`src/rtl/rom_ctrl_hash_feeder.sv`:
```
// Streams the non-top ROM words into KMAC through a one-entry pipe register, captures the
// top words as the expected digest and raises a sticky error on any counter protocol slip.
module rom_ctrl_hash_feeder #(
    parameter int RomDepth    = 16,
    parameter int RomTopCount = 2,
    parameter int DataWidth   = 32,
    localparam int AW         = (RomDepth > 1) ? $clog2(RomDepth) : 1
) (
    input  logic                             clk_i,
    input  logic                             rst_i,
    input  logic                             counter_done_i,
    input  logic [AW-1:0]                    data_addr_i,
    input  logic [DataWidth-1:0]             data_i,
    input  logic                             data_vld_i,
    input  logic                             data_last_nontop_i,
    output logic                             data_rdy_o,
    output logic                             kmac_valid_o,
    output logic [DataWidth-1:0]             kmac_data_o,
    output logic                             kmac_last_o,
    input  logic                             kmac_ready_i,
    output logic [DataWidth*RomTopCount-1:0] exp_digest_o,
    output logic                             exp_digest_vld_o,
    output logic                             error_o
);

    localparam int NonTop = RomDepth - RomTopCount;
    localparam logic [AW-1:0] LastNonTopAddr = AW'(NonTop - 1);
    localparam logic [AW-1:0] LastAddr       = AW'(RomDepth - 1);

    typedef enum logic [1:0] {
        Feed,
        ReadTop,
        Done,
        Error
    } state_e;

    state_e state_q, state_d;

    logic [AW-1:0]                    exp_addr_q, exp_addr_d;
    logic                             kmac_valid_q, kmac_valid_d;
    logic                             kmac_last_q, kmac_last_d;
    logic [DataWidth-1:0]             kmac_data_q, kmac_data_d;
    logic [DataWidth*RomTopCount-1:0] digest_q, digest_d;
    logic                             done_prev_q;

    logic accept;
    logic isLastNonTop;
    logic addrErr;
    logic lastErr;
    logic doneErr;
    logic protoErr;

    assign accept       = data_vld_i & data_rdy_o;
    assign isLastNonTop = (data_addr_i == LastNonTopAddr);
    assign addrErr      = accept & (data_addr_i != exp_addr_q);
    assign lastErr      = accept & (data_last_nontop_i != isLastNonTop);
    // Done may only appear once the top words are being read, and must never fall again.
    assign doneErr      = (counter_done_i & (state_q == Feed)) | (done_prev_q & ~counter_done_i);
    assign protoErr     = addrErr | lastErr | doneErr;

    always_ff @(posedge clk_i) begin
        if (rst_i) begin
            state_q <= Feed;
        end else begin
            state_q <= state_d;
        end
    end

    always_comb begin
        state_d = state_q;
        unique case (state_q)
            Feed: begin
                if (accept && isLastNonTop) begin
                    state_d = ReadTop;
                end
            end
            ReadTop: begin
                if (accept && (data_addr_i == LastAddr) && counter_done_i) begin
                    state_d = Done;
                end
            end
            Done:    state_d = state_q;
            Error:   state_d = state_q;
            default: state_d = Error;
        endcase
        if (protoErr) begin
            state_d = Error;
        end
    end

    always_comb begin
        data_rdy_o       = 1'b0;
        exp_digest_vld_o = 1'b0;
        error_o          = 1'b0;
        unique case (state_q)
            Feed:    data_rdy_o = ~kmac_valid_q | kmac_ready_i;
            ReadTop: data_rdy_o = 1'b1;
            Done:    exp_digest_vld_o = 1'b1;
            Error:   error_o = 1'b1;
            default: error_o = 1'b1;
        endcase
        if (rst_i) begin
            data_rdy_o = 1'b0;
        end
    end

    // Pipe register: drain and reload may coincide; a detected error discards the pending word.
    always_comb begin
        exp_addr_d   = exp_addr_q;
        kmac_valid_d = kmac_valid_q;
        kmac_last_d  = kmac_last_q;
        kmac_data_d  = kmac_data_q;
        digest_d     = digest_q;
        if (accept) begin
            exp_addr_d = exp_addr_q + AW'(1);
        end
        if (kmac_valid_q && kmac_ready_i) begin
            kmac_valid_d = 1'b0;
            kmac_last_d  = 1'b0;
            kmac_data_d  = '0;
        end
        if (accept && (state_q == Feed)) begin
            kmac_valid_d = 1'b1;
            kmac_last_d  = isLastNonTop;
            kmac_data_d  = data_i;
        end
        if (protoErr || (state_q == Error)) begin
            kmac_valid_d = 1'b0;
            kmac_last_d  = 1'b0;
            kmac_data_d  = '0;
        end
        if (accept && (state_q == ReadTop) && !protoErr) begin
            for (int i = 0; i < RomTopCount; i++) begin
                if (data_addr_i == AW'(NonTop + i)) begin
                    digest_d[i*DataWidth +: DataWidth] = data_i;
                end
            end
        end
    end

    always_ff @(posedge clk_i) begin
        if (rst_i) begin
            exp_addr_q   <= '0;
            kmac_valid_q <= 1'b0;
            kmac_last_q  <= 1'b0;
            kmac_data_q  <= '0;
            digest_q     <= '0;
            done_prev_q  <= 1'b0;
        end else begin
            exp_addr_q   <= exp_addr_d;
            kmac_valid_q <= kmac_valid_d;
            kmac_last_q  <= kmac_last_d;
            kmac_data_q  <= kmac_data_d;
            digest_q     <= digest_d;
            done_prev_q  <= counter_done_i;
        end
    end

    assign kmac_valid_o = kmac_valid_q;
    assign kmac_last_o  = kmac_last_q;
    assign kmac_data_o  = kmac_data_q;
    assign exp_digest_o = digest_q;

endmodule
```
`config.mk`:
```
export PLATFORM = sky130hd
export DESIGN_NAME = rom_ctrl_hash_feeder
export DESIGN_NICKNAME = d
export VERILOG_FILES = /design/src/rtl/rom_ctrl_hash_feeder.sv
export SDC_FILE = /design/constraint.sdc
export NUM_CORES = 1
export LEC_CHECK = 0
export CORE_MARGIN = 2
export CORE_UTILIZATION = 51
export CTS_BUF_LIST = sky130_fd_sc_hd__clkbuf_8
export DETAILED_ROUTE_END_ITERATION = 7
export GPL_ROUTABILITY_DRIVEN = 1
export PLACE_DENSITY_LB_ADDON = 0.12
export SETUP_SLACK_MARGIN = 0.15
export SLEW_MARGIN = 10
export SYNTH_ARGS = -nofsm -noshare
export SYNTH_HDL_FRONTEND = slang
export SYNTH_SLANG_ARGS = --single-unit
```
`constraint.sdc`:
```
create_clock -name clk_i -period 4.3 [get_ports clk_i]
set_input_delay 0.43 -clock clk_i [delete_from_list [all_inputs] [get_ports clk_i]]
set_output_delay 0.43 -clock clk_i [all_outputs]
set_load 0.01 [all_outputs]
```
# --- Word-level counts from Yosys, hierarchy flattened ---
# Cells that the tools add are included.
classes:
  n_lt_le_gt_ge: 0
  div_mod_pow: 0
  n_reduce_logical: 16
  n_mux: 13
  add_sub_neg: 1
  n_eq_ne: 11
  n_bitwise: 11
  multipliers: 0
  n_shift: 0
ops:
  columns: ["operator", "count"]
  rows:
  - ["32-bit 2-to-1 mux", 2]
  - ["4-bit == test (second input constant)", 3]
  - ["1-bit logical AND", 7]
  - ["1-bit 2-to-1 mux", 6]
  - ["2-bit 2-to-1 mux", 3]
  - ["3-bit != test (second input constant)", 2]
  - ["1-bit AND", 5]
  - ["4-bit by 1-bit adder with 4-bit output (second input constant)", 1]
  - ["2-bit == test (second input constant)", 2]
  - ["4-bit != test", 1]
  - ["1-bit bitwise OR", 4]
  - ["2-bit one-hot mux with 2 select lines", 1]
  - ["2-bit AND reduction", 2]
  - ["2-bit OR reduction", 2]
  - ["3-bit AND reduction", 1]
  - ["2-bit by 1-bit == test with 1-bit output (second input constant)", 1]
  - ["2-bit logical NOT", 1]
  - ["2-bit by 1-bit != test with 1-bit output (second input constant)", 1]
  - ["1-bit inverter", 2]
  - ["1-bit one-hot mux with 2 select lines", 1]
  - ["2-bit nonzero test", 1]
  - ["1-bit logical NOT", 1]
  - ["1-bit logical OR", 1]
  - ["1-bit != test", 1]
word_totals:
  ff_bits: 105
  out_inout_bits: 101
  memories: 0
  latch_bits: 0
  mem_bits_ro: 0
  elab_cells: 60
  mem_bits_rw: 0
  inputBits: 42

# --- Depth between registers and ports, before layout ---
# Gate-level depths: netlist (run 1).
logic_depth:
  depth_word: 11
  mapped_depth: 7
  depth_no_buf: 4

# --- Least setup slack after synthesis (run 1) ---
# OpenSTA, ideal clock, no wires.
synth_path:
  path_kind: "input to register"
  startpoint: "in rst_i"
  endpoint: "reg kmac_data_q[10], in the netlist kmac_data_o[10]"
  t_arrival_ps: 1673
  setup_slack_ps: 2497
  t_required_ps: 4170
  cell_stages: 6
  n_path_buf: 2
  setup_ps: 130
  cell_sequence: "buf_6 > or3b_4 > nor2_4 > a21boi_2 > buf_2 > nor3_1"
synth_between:
  elab_chain_cells: 7
  elab_cells_between_ends: 11
  classes_between: "mux: 2; bitwise: 5; reduce/logical: 4"
synth_lines:
  columns: ["item", "line_no", "rtl"]
  rows:
  - ["from (decl)", "10", "input logic rst_i,"]
  - ["1-bit 2-to-1 mux", "102", "if (rst_i) begin"]
  - ["1-bit AND", "53", "assign accept = data_vld_i & data_rdy_o;"]
  - ["1-bit AND (on tied branches)", "55, 56", null]
  - ["1-bit bitwise OR (2 in a row)", "59", "assign protoErr = addrErr | lastErr | doneErr;"]
  - ["1-bit logical OR", "127", "if (protoErr || (state_q == Error)) begin"]
  - ["2-bit OR reduction (no source line)", null, null]
  - ["to (signal assigned)", "153", "kmac_data_q <= kmac_data_d;"]
  - ["to (decl)", "42", "logic [DataWidth-1:0] kmac_data_q, kmac_data_d;"]
# Several ways; a longest one is shown, not always the timed one.
# A chain may end at the register's enable or synchronous reset.

# --- Worst setup path in the final report (run 1) ---
layout_path:
  startpoint: "in data_addr_i[0]"
  endpoint: "reg digest_q[7], in the netlist exp_digest_o[7]"
layout_between:
  elab_chain_cells: 8
  elab_cells_between_ends: 11
  classes_between: "eq/ne: 4; bitwise: 4; reduce/logical: 3"
layout_lines:
  columns: ["item", "line_no", "rtl"]
  rows:
  - ["from (decl)", "12", "input logic [AW-1:0] data_addr_i,"]
  - ["4-bit == test", "54", "assign isLastNonTop = (data_addr_i == LastNonTopAddr);"]
  - ["1-bit != test", "56", "assign lastErr = accept & (data_last_nontop_i != isLastNonTop);"]
  - ["1-bit AND", "56", null]
  - ["1-bit bitwise OR (2 in a row)", "59", null]
  - ["1-bit logical NOT", "132", "if (accept && (state_q == ReadTop) && !protoErr) begin"]
  - ["1-bit logical AND", "132", null]
  - ["2-bit AND reduction (no source line) (*)", null, null]
  - ["to (signal assigned)", "154", "digest_q <= digest_d;"]
  - ["to (decl)", "43", "logic [DataWidth*RomTopCount-1:0] digest_q, digest_d;"]
# Every way passes the cells marked *; elsewhere a longest branch is shown, timed or not.

==> results of run 1 <==
## power groups by stage
stage / registers (uW) / clock network (uW) / logic [uW]
after floorplan: 1020 / 0 / 114
after global placement: 1020 / 0 / 207
after detailed placement: 1020 / 0 / 211
after CTS: 995 / 611 / 212
after global routing: 997 / 644 / 230
final: 995 / 607 / 215
## worst paths after layout
| check | from | to | slack, ns | cells after the start |
|---|---|---|---|---|
| worst max register to register | exp_addr_q[0] | kmac_data_o[17] | 2.08 | 4 |
| worst min-delay path | exp_digest_o[13] | exp_digest_o[13] | 0.46 | 2 |
| worst min register to register | exp_digest_o[13] | exp_digest_o[13] | 0.46 | 2 |
| worst max-delay path | data_addr_i[0] | exp_digest_o[7] | 1.65 | 6 |
## registers in the layout, summed over array words and instances, names as in the netlist
signal and cells:
done_prev_q 1, exp_addr_q 4, exp_digest_o 64, kmac_data_o 32
kmac_last_o 1, kmac_valid_o 1, state_q 2
## critical path, delay by kind of cell
family	cells	cell delay [ns]
buf+inv	2	0.88
xor+xnor	1	0.80
simple gates	2	0.55
mux	1	0.19
## cell type report
type,instances,area (sq um)
Timing Repair Buffer,149,1469
Fill cell,659,2331
Inverter,1,3.754
Multi-Input combinational cell,311,2027
Tap cell,105,131.4
Clock inverter,7,70.07
Clock buffer,9,123.9
Sequential cell,105,2102
## cell families after synthesis
logic type,Yosys count
and+or+nand+nor,163
AOI/OAI and AO/OA,105
DFF,105
buffers and inverters,50
muxes,33
xor gates and xnor gates,9
adders and majority gates,1
## metrics by stage
stage / total power, uW / hold WS, ns / cells / util / area [sq um]
after floorplan: 1132 / 0.4823 / 466 / - / 4357
after global placement: 1224 / 0.4439 / 671 / 0.6942 / 5733
after detailed placement: 1228 / 0.4520 / 671 / 0.6942 / 5733
after CTS: 1817 / 0.4652 / 687 / 0.7177 / 5927
after global routing: 1872 / 0.4820 / 687 / 0.7177 / 5927
final: 1817 / 0.4633 / 687 / 0.7177 / 5927
## placed cells by master, fill, tap and decap left out, types with 2 or more instances in the layout
master           netlist  final
nor3b_1                2      2
nor2_1                 6      6
nor3_1                37     37
clkbuf_8               0      9
xnor2_1                7      7
nand4_1               35     35
mux2i_1               33     32
clkinvlp_4             0      3
buf_4                  3      7
nand2_1               65     65
o31ai_1               32     32
nor2b_1                5      4
and4_1                 2      2
clkdlybuf4s50_1        0    141
dfxtp_1              105    105
a21oi_1               33     33
a22oi_1               33     33
## per-layer routing
| metal | vias up | routed length, microns |
|---|---|---|
| met1 | 1915 | 5641 |
| met3 | 22 | 990 |
| met4 | 0 | 216 |
| met5 | - | 0 |
| met2 | 188 | 5723 |
| li1 | 1926 | - |
==> impl_table.tex, run 1 <==
\begin{tabular}{lr}
\hline
Metric & Value \\
\hline
\multicolumn{2}{l}{\textbf{Run status}} \\
Result of the run & completed \\
\multicolumn{2}{l}{\textbf{Global routing}} \\
Antenna violations before repair & 0 \\
Wire length of the first global-routing pass & 19.38 mm \\
Global routing usage summed across all routing layers & 0.2689 \\
Met1 usage in global routing & 0.3873 \\
Vias in the first global route & 3736 \\
Total gr overflow & 0 \\
Most utilized layer in the global route result & met2 \\
Met2 capacity usage during global routing & 0.4149 \\
Met3 global-route usage & 0.04344 \\
Largest net degree at the start of global routing & 66 \\
\multicolumn{2}{l}{\textbf{Timing}} \\
Setup-failing EPs final & 0 \\
Setup TNS Final & 0 ns \\
Count of pins over their slew limit & 0 \\
Share of the cycle needed by the critical path after routing & 0.6171 \\
Setup slack after layout & 1.647 ns \\
Final Hold Fails & 0 \\
Post-layout min period & 2.653 ns \\
Worst Tran Pin Value & 1.203 ns \\
Peak Freq & 376.9 MHz \\
Max-slew headroom at the worst pin & 0.1982 \\
Setup Skew & 0.009252 ns \\
Setup repair after global routing missed its margin & no \\
\multicolumn{2}{l}{\textbf{Pwr}} \\
Part of the power in combinational logic & 0.118 \\
Design internal power & 1338 uW \\
Maximum VDD drop & 179.1 uV \\
Switching share of power & 0.2632 \\
Sequential Power Share & 0.548 \\
Clk network pwr share & 0.334 \\
Power spent charging and discharging nets & 478.2 uW \\
Areal power density over the cells & 306.5 mW/mm\^{}2 \\
Static leakage power & 0.002139 uW \\
\multicolumn{2}{l}{\textbf{Run}} \\
Number of max-cap violations & 0 \\
\multicolumn{2}{l}{\textbf{Critical path}} \\
Category of the most critical setup path & input port to register \\
Crit path max-delay cell type & xnor2\_4 \\
Largest fanout of any net on the critical path & 34 \\
Endpoint kind of the worst setup timing path & register \\
Critical path data required time & 4.52 ns \\
Nature of the critical path startpoint & input port \\
Critical Path Max Stage Delay & 0.80 ns \\
Arrival time of the worst setup path & 2.87 ns \\
Cell-by-cell trace of the critical path & clkdlybuf4s50\_1 -> and4b\_1 -> xnor2\_4 -> nand4\_2 -> buf\_4 -> mux2i\_1 \\
\multicolumn{2}{l}{\textbf{Route}} \\
Remaining number of nets flagged by the antenna check after routing & 0 \\
Via count & 4051 \\
Drt wl/cell & 18.30 microns \\
Post-detailed-route DRC marker count & 0 \\
Total Routed Length & 12.57 mm \\
Drt pass-1 iters & 5 \\
Post-detailed-route via-to-cell ratio & 5.897 \\
Initial detailed-routing violation count & 206 \\
\multicolumn{2}{l}{\textbf{Synth}} \\
Adder and majority gate portion of the synthesized area & 0.002872 \\
Multiplexer share of the synthesized area & 0.07582 \\
Cells taking the most area after synthesis & dfxtp\_1, mux2i\_1, a22oi\_1 \\
Cell type contributing the most total cell area after synthesis & dfxtp\_1 \\
Synth async-reset ratio & 0 \\
Share of synthesized cell area in and, or, nand and nor gates & 0.1953 \\
Leading cell types by count after synthesis & dfxtp\_1, nand2\_1, nor3\_1, nand4\_1 \\
Count of flip-flops with a built-in enable after synthesis & 0 \\
Fraction of the mapped netlist area in compound gates & 0.1620 \\
Dominant register cell in the synthesized netlist & dfxtp\_1 \\
Number of synthesized register bits & 105 \\
Parity-gate share of the synthesized area counting xor and xnor cells & 0.02412 \\
Yosys synthesis warning count & 0 \\
Dominant combinational cell family by area after synthesis & simple AND/OR/NAND/NOR gates \\
Synthesized net count & 509 \\
Synth Area per Inst & 9.349 sq um \\
Gate Count Post-Synth & 466 \\
Netlist area before placement & 0.004357 sq mm \\
Dominant cell by count in the synthesized netlist & dfxtp\_1 \\
Portion of the post-synthesis area used by sequential elements & 0.4825 \\
Post-synthesis cell type count & 39 \\
Synth top area share & 0.4825 \\
\multicolumn{2}{l}{\textbf{Clock network}} \\
Number of hold buffers added after cts & 0 \\
CTS H-tree lvls & 3 \\
Root buffer selected by CTS & clkbuf\_8 \\
Clock buffer depth & 2 \\
Cells resized by post-CTS repair & 0 \\
Post-CTS clock slew at the launch and capture registers of the worst setup and hold paths & 0.09 ns \\
Number of clock sinks seen by CTS & 105 \\
TritonCTS Buffers & 9 \\
CTS tree & built \\
Latest clock arrival within the worst-skew pair & 0.35 ns \\
Setup fix buffers added after clock tree synthesis & 0 \\
\multicolumn{2}{l}{\textbf{Hold path}} \\
Hold/Removal Path Class & register to register \\
\multicolumn{2}{l}{\textbf{Floorplanning}} \\
Starting density of the core & 0.5276 \\
Number of placement rows & 33 \\
Number of top-level pins & 143 \\
Core area & 0.008258 sq mm \\
Die Span Y & 96.43 microns \\
Horizontal die dimension & 96.43 microns \\
Die area & 0.009298 sq mm \\
\multicolumn{2}{l}{\textbf{Cells and area}} \\
\# nets final & 620 \\
Fraction of layout instances using a drive strength above 1 & 0.06014 \\
Synth-to-layout area growth & 36.04\% \\
\# diodes & 0 \\
\multicolumn{2}{l}{\textbf{Placed design}} \\
Count of buffers inserted at the top-level ports & 142 \\
Pre-CTS setup slack & 1.300 ns \\
HPWL after detailed placement & 8.580 mm \\
Routability congestion estimate from global placement & 0.8426 \\
\hline
\end{tabular}
No activity file was read; power rests on OpenSTA's default activity.
==> inputs of run 2 (changes only) <==
- CORE_UTILIZATION: 51 -> 47
- clock period: 4.3 -> 2.6 ns (I/O delays scaled with it)
==> run 2 against run 1 <==
Against the previous run: sequential cell count did not move; count of clock-buffer cells in the layout rose by 1; critical endpoint is now kmac_data_o[13]; register-to-register slack got worse by 1.7 ns; final area rose by 1.8%; core utilization fell by 5.5 points; non-clock buffer count rose by 9; global-route usage fell by 1.9 points; setup slack got worse by 1.3 ns; largest cell class unchanged; critical path depth fell by 1; cell count rose by 2.2%.
==> impl_table.tex, run 2 (synthesis results as in run 1) <==
\begin{tabular}{lr}
\hline
Metric & Value \\
\hline
\multicolumn{2}{l}{\textbf{Pwr}} \\
Static leakage power & 0.002197 uW (+2.7\%) \\
Switching share of power & 0.2656 (+0.002355) \\
Maximum VDD drop & 296.1 uV (+65\%) \\
Clk network pwr share & 0.346 (+0.012) \\
Sequential Power Share & 0.534 (-0.014) \\
Part of the power in combinational logic & 0.120 (+0.002) \\
Areal power density over the cells & 511.1 mW/mm\^{}2 (+67\%) \\
Design internal power & 2265 uW (+69\%) \\
Power spent charging and discharging nets & 819.1 uW (+71\%) \\
\multicolumn{2}{l}{\textbf{Timing}} \\
Worst Tran Pin Value & 1.019 ns (-0.1837 ns) \\
Count of pins over their slew limit & 0 (unchanged) \\
Setup-failing EPs final & 0 (unchanged) \\
Setup Skew & 0.01375 ns (+0.004500 ns) \\
Final Hold Fails & 0 (unchanged) \\
Setup repair after global routing missed its margin & no \\
Peak Freq & 453.6 MHz \\
Max-slew headroom at the worst pin & 0.3061 (+0.1079) \\
Post-layout min period & 2.204 ns \\
Setup TNS Final & 0 ns (unchanged) \\
Share of the cycle needed by the critical path after routing & 0.8479 \\
\multicolumn{2}{l}{\textbf{Global routing}} \\
Met3 global-route usage & 0.03273 (-0.01071) \\
Global routing usage summed across all routing layers & 0.2495 (-0.01939) \\
Met1 usage in global routing & 0.3474 (-0.03993) \\
Vias in the first global route & 3725 (-0.29\%) \\
Antenna violations before repair & 0 (unchanged) \\
Most utilized layer in the global route result & met2 \\
Largest net degree at the start of global routing & 43 (-35\%) \\
Total gr overflow & 0 (unchanged) \\
Met2 capacity usage during global routing & 0.4058 (-0.009148) \\
Wire length of the first global-routing pass & 19.82 mm (+2.3\%) \\
\multicolumn{2}{l}{\textbf{Route}} \\
Drt pass-1 iters & 5 (unchanged) \\
Post-detailed-route via-to-cell ratio & 5.793 (-1.8\%) \\
Remaining number of nets flagged by the antenna check after routing & 0 (unchanged) \\
Total Routed Length & 12.72 mm (+1.2\%) \\
Post-detailed-route DRC marker count & 0 (unchanged) \\
Via count & 4067 (+0.39\%) \\
Drt wl/cell & 18.12 microns (-0.99\%) \\
Initial detailed-routing violation count & 206 (unchanged) \\
\multicolumn{2}{l}{\textbf{Floorplanning}} \\
Core area & 0.009109 sq mm (+10\%) \\
Starting density of the core & 0.4783 (-0.04928) \\
Die area & 0.01006 sq mm (+8.2\%) \\
Die Span Y & 100.3 microns (+4.0\%) \\
Number of placement rows & 35 (+6.1\%) \\
Number of top-level pins & 143 (unchanged) \\
Horizontal die dimension & 100.3 microns (+4.0\%) \\
\multicolumn{2}{l}{\textbf{Critical path}} \\
Cell-by-cell trace of the critical path & clkdlybuf4s50\_1 -> and4b\_1 -> xnor2\_4 -> a21boi\_4 -> nor3\_1 \\
Critical Path Max Stage Delay & 0.76 ns (-0.04 ns) \\
Nature of the critical path startpoint & input port \\
FF-to-FF Start & state\_q[1] \\
Worst reg-to-reg setup slack & 0.43 ns (-1.65 ns) \\
Critical Path Start & data\_addr\_i[0] \\
Category of the most critical setup path & input port to register \\
Largest fanout of any net on the critical path & 35 (+2.9\%) \\
Crit path max-delay cell type & a21boi\_4 \\
Critical path data required time & 2.82 ns (-1.70 ns) \\
Endpoint kind of the worst setup timing path & register \\
Arrival time of the worst setup path & 2.42 ns (-0.45 ns) \\
\multicolumn{2}{l}{\textbf{Hold path}} \\
Hold/Removal Path Class & input port to register \\
Hold wc startpoint & rst\_i \\
\multicolumn{2}{l}{\textbf{Cells and area}} \\
Top library cells by usage in the layout, fill and taps aside & clkdlybuf4s50\_1, dfxtp\_1, nand2\_1 \\
Synth-to-layout area growth & 38.48\% \\
Leading cell type in the layout, fill and taps excluded & clkdlybuf4s50\_1 \\
Final Instance Count excl. Fillers & 702 (+2.2\%) \\
Filler Cells Inserted & 763 (+16\%) \\
\# nets final & 629 (+1.5\%) \\
Fraction of layout instances using a drive strength above 1 & 0.07614 (+0.01600) \\
Max reg flops & 64 (unchanged) \\
\# diodes & 0 (unchanged) \\
Cell area after layout & 0.006033 sq mm (+1.8\%) \\
Fraction of the core area covered by cells at the end of the flow & 0.6624 (-0.05536) \\
\multicolumn{2}{l}{\textbf{Clock network}} \\
Root buffer selected by CTS & clkbuf\_8 \\
CTS H-tree lvls & 3 (unchanged) \\
Latest clock arrival within the worst-skew pair & 0.37 ns (+0.02 ns) \\
Setup fix buffers added after clock tree synthesis & 0 (unchanged) \\
Clock buffer depth & 2 (unchanged) \\
Number of clock sinks seen by CTS & 105 (unchanged) \\
Cells resized by post-CTS repair & 0 (unchanged) \\
Post-CTS clock slew at the launch and capture registers of the worst setup and hold paths & 0.10 ns (about the same) \\
Number of hold buffers added after cts & 0 (unchanged) \\
TritonCTS Buffers & 9 (unchanged) \\
CTS tree & built \\
\multicolumn{2}{l}{\textbf{Placed design}} \\
HPWL after detailed placement & 8.771 mm (+2.2\%) \\
Number of placed instances with taps included & 686 (+2.2\%) \\
Routability congestion estimate from global placement & 0.8799 (+4.4\%) \\
Placed Area & 0.005821 sq mm (+1.5\%) \\
Count of buffers inserted at the top-level ports & 142 (unchanged) \\
\multicolumn{2}{l}{\textbf{Run status}} \\
Result of the run & completed \\
\multicolumn{2}{l}{\textbf{Run}} \\
Number of max-cap violations & 0 (unchanged) \\
\hline
\end{tabular}
==> run 2: power groups by stage <==
stage	registers [uW]	logic [uW]	clock network, uW
after floorplan	1680	189	0
after global placement	1680	358	0
after detailed placement	1680	362	0
after CTS	1650	365	1090
after global routing	1650	394	1140
final	1650	369	1070
==> run 2: per-stage QoR <==
| stage | power, uW | setup slack (ns) | hold slack, ns |
|---|---|---|---|
| 6_report | 3084 | 0.3956 | 0.3758 |
| 3_3_place_gp | 2041 | 0.1005 | 0.4439 |
| 2_1_floorplan | 1873 | 0.9620 | 0.3882 |
| 3_5_place_dp | 2046 | 0.04556 | 0.4510 |
| 5_1_grt | 3188 | 0.2450 | 0.4061 |
| 4_1_cts | 3103 | 0.4294 | 0.3544 |
==> run 2: cell type report <==
type / instances / area [sq um] / area share
Clock inverter: 6 / 75.07 / 0.01244
Multi-Input combinational cell: 311 / 2027 / 0.3360
Sequential cell: 105 / 2102 / 0.3484
Tap cell: 111 / 138.9 / 0.02302
Timing Repair Buffer: 158 / 1549 / 0.2567
Clock buffer: 10 / 137.6 / 0.02281
Inverter: 1 / 3.754 / 0.0006221
==> run 2: final timing paths <==
kind,endpoint,depth (start not counted)
worst max-delay path,kmac_data_o[13],5
worst min-delay path,kmac_valid_o,5
worst max register to register,kmac_data_o[13],4
worst min register to register,exp_digest_o[4],2
==> run 2: layer usage <==
metal  vias up  part of all wire
met1      1952              0.46
met3        13             0.062
li1       1952                 -
met2       150              0.47
met5         -                 0
met4         0             0.013
==> run 2: worst max-delay path, delay by kind of cell <==
family,cells,cell delay [ns]
buf+inv,1,0.59
compound gates,1,0.76
xor+xnor,1,0.20
simple gates,2,0.60
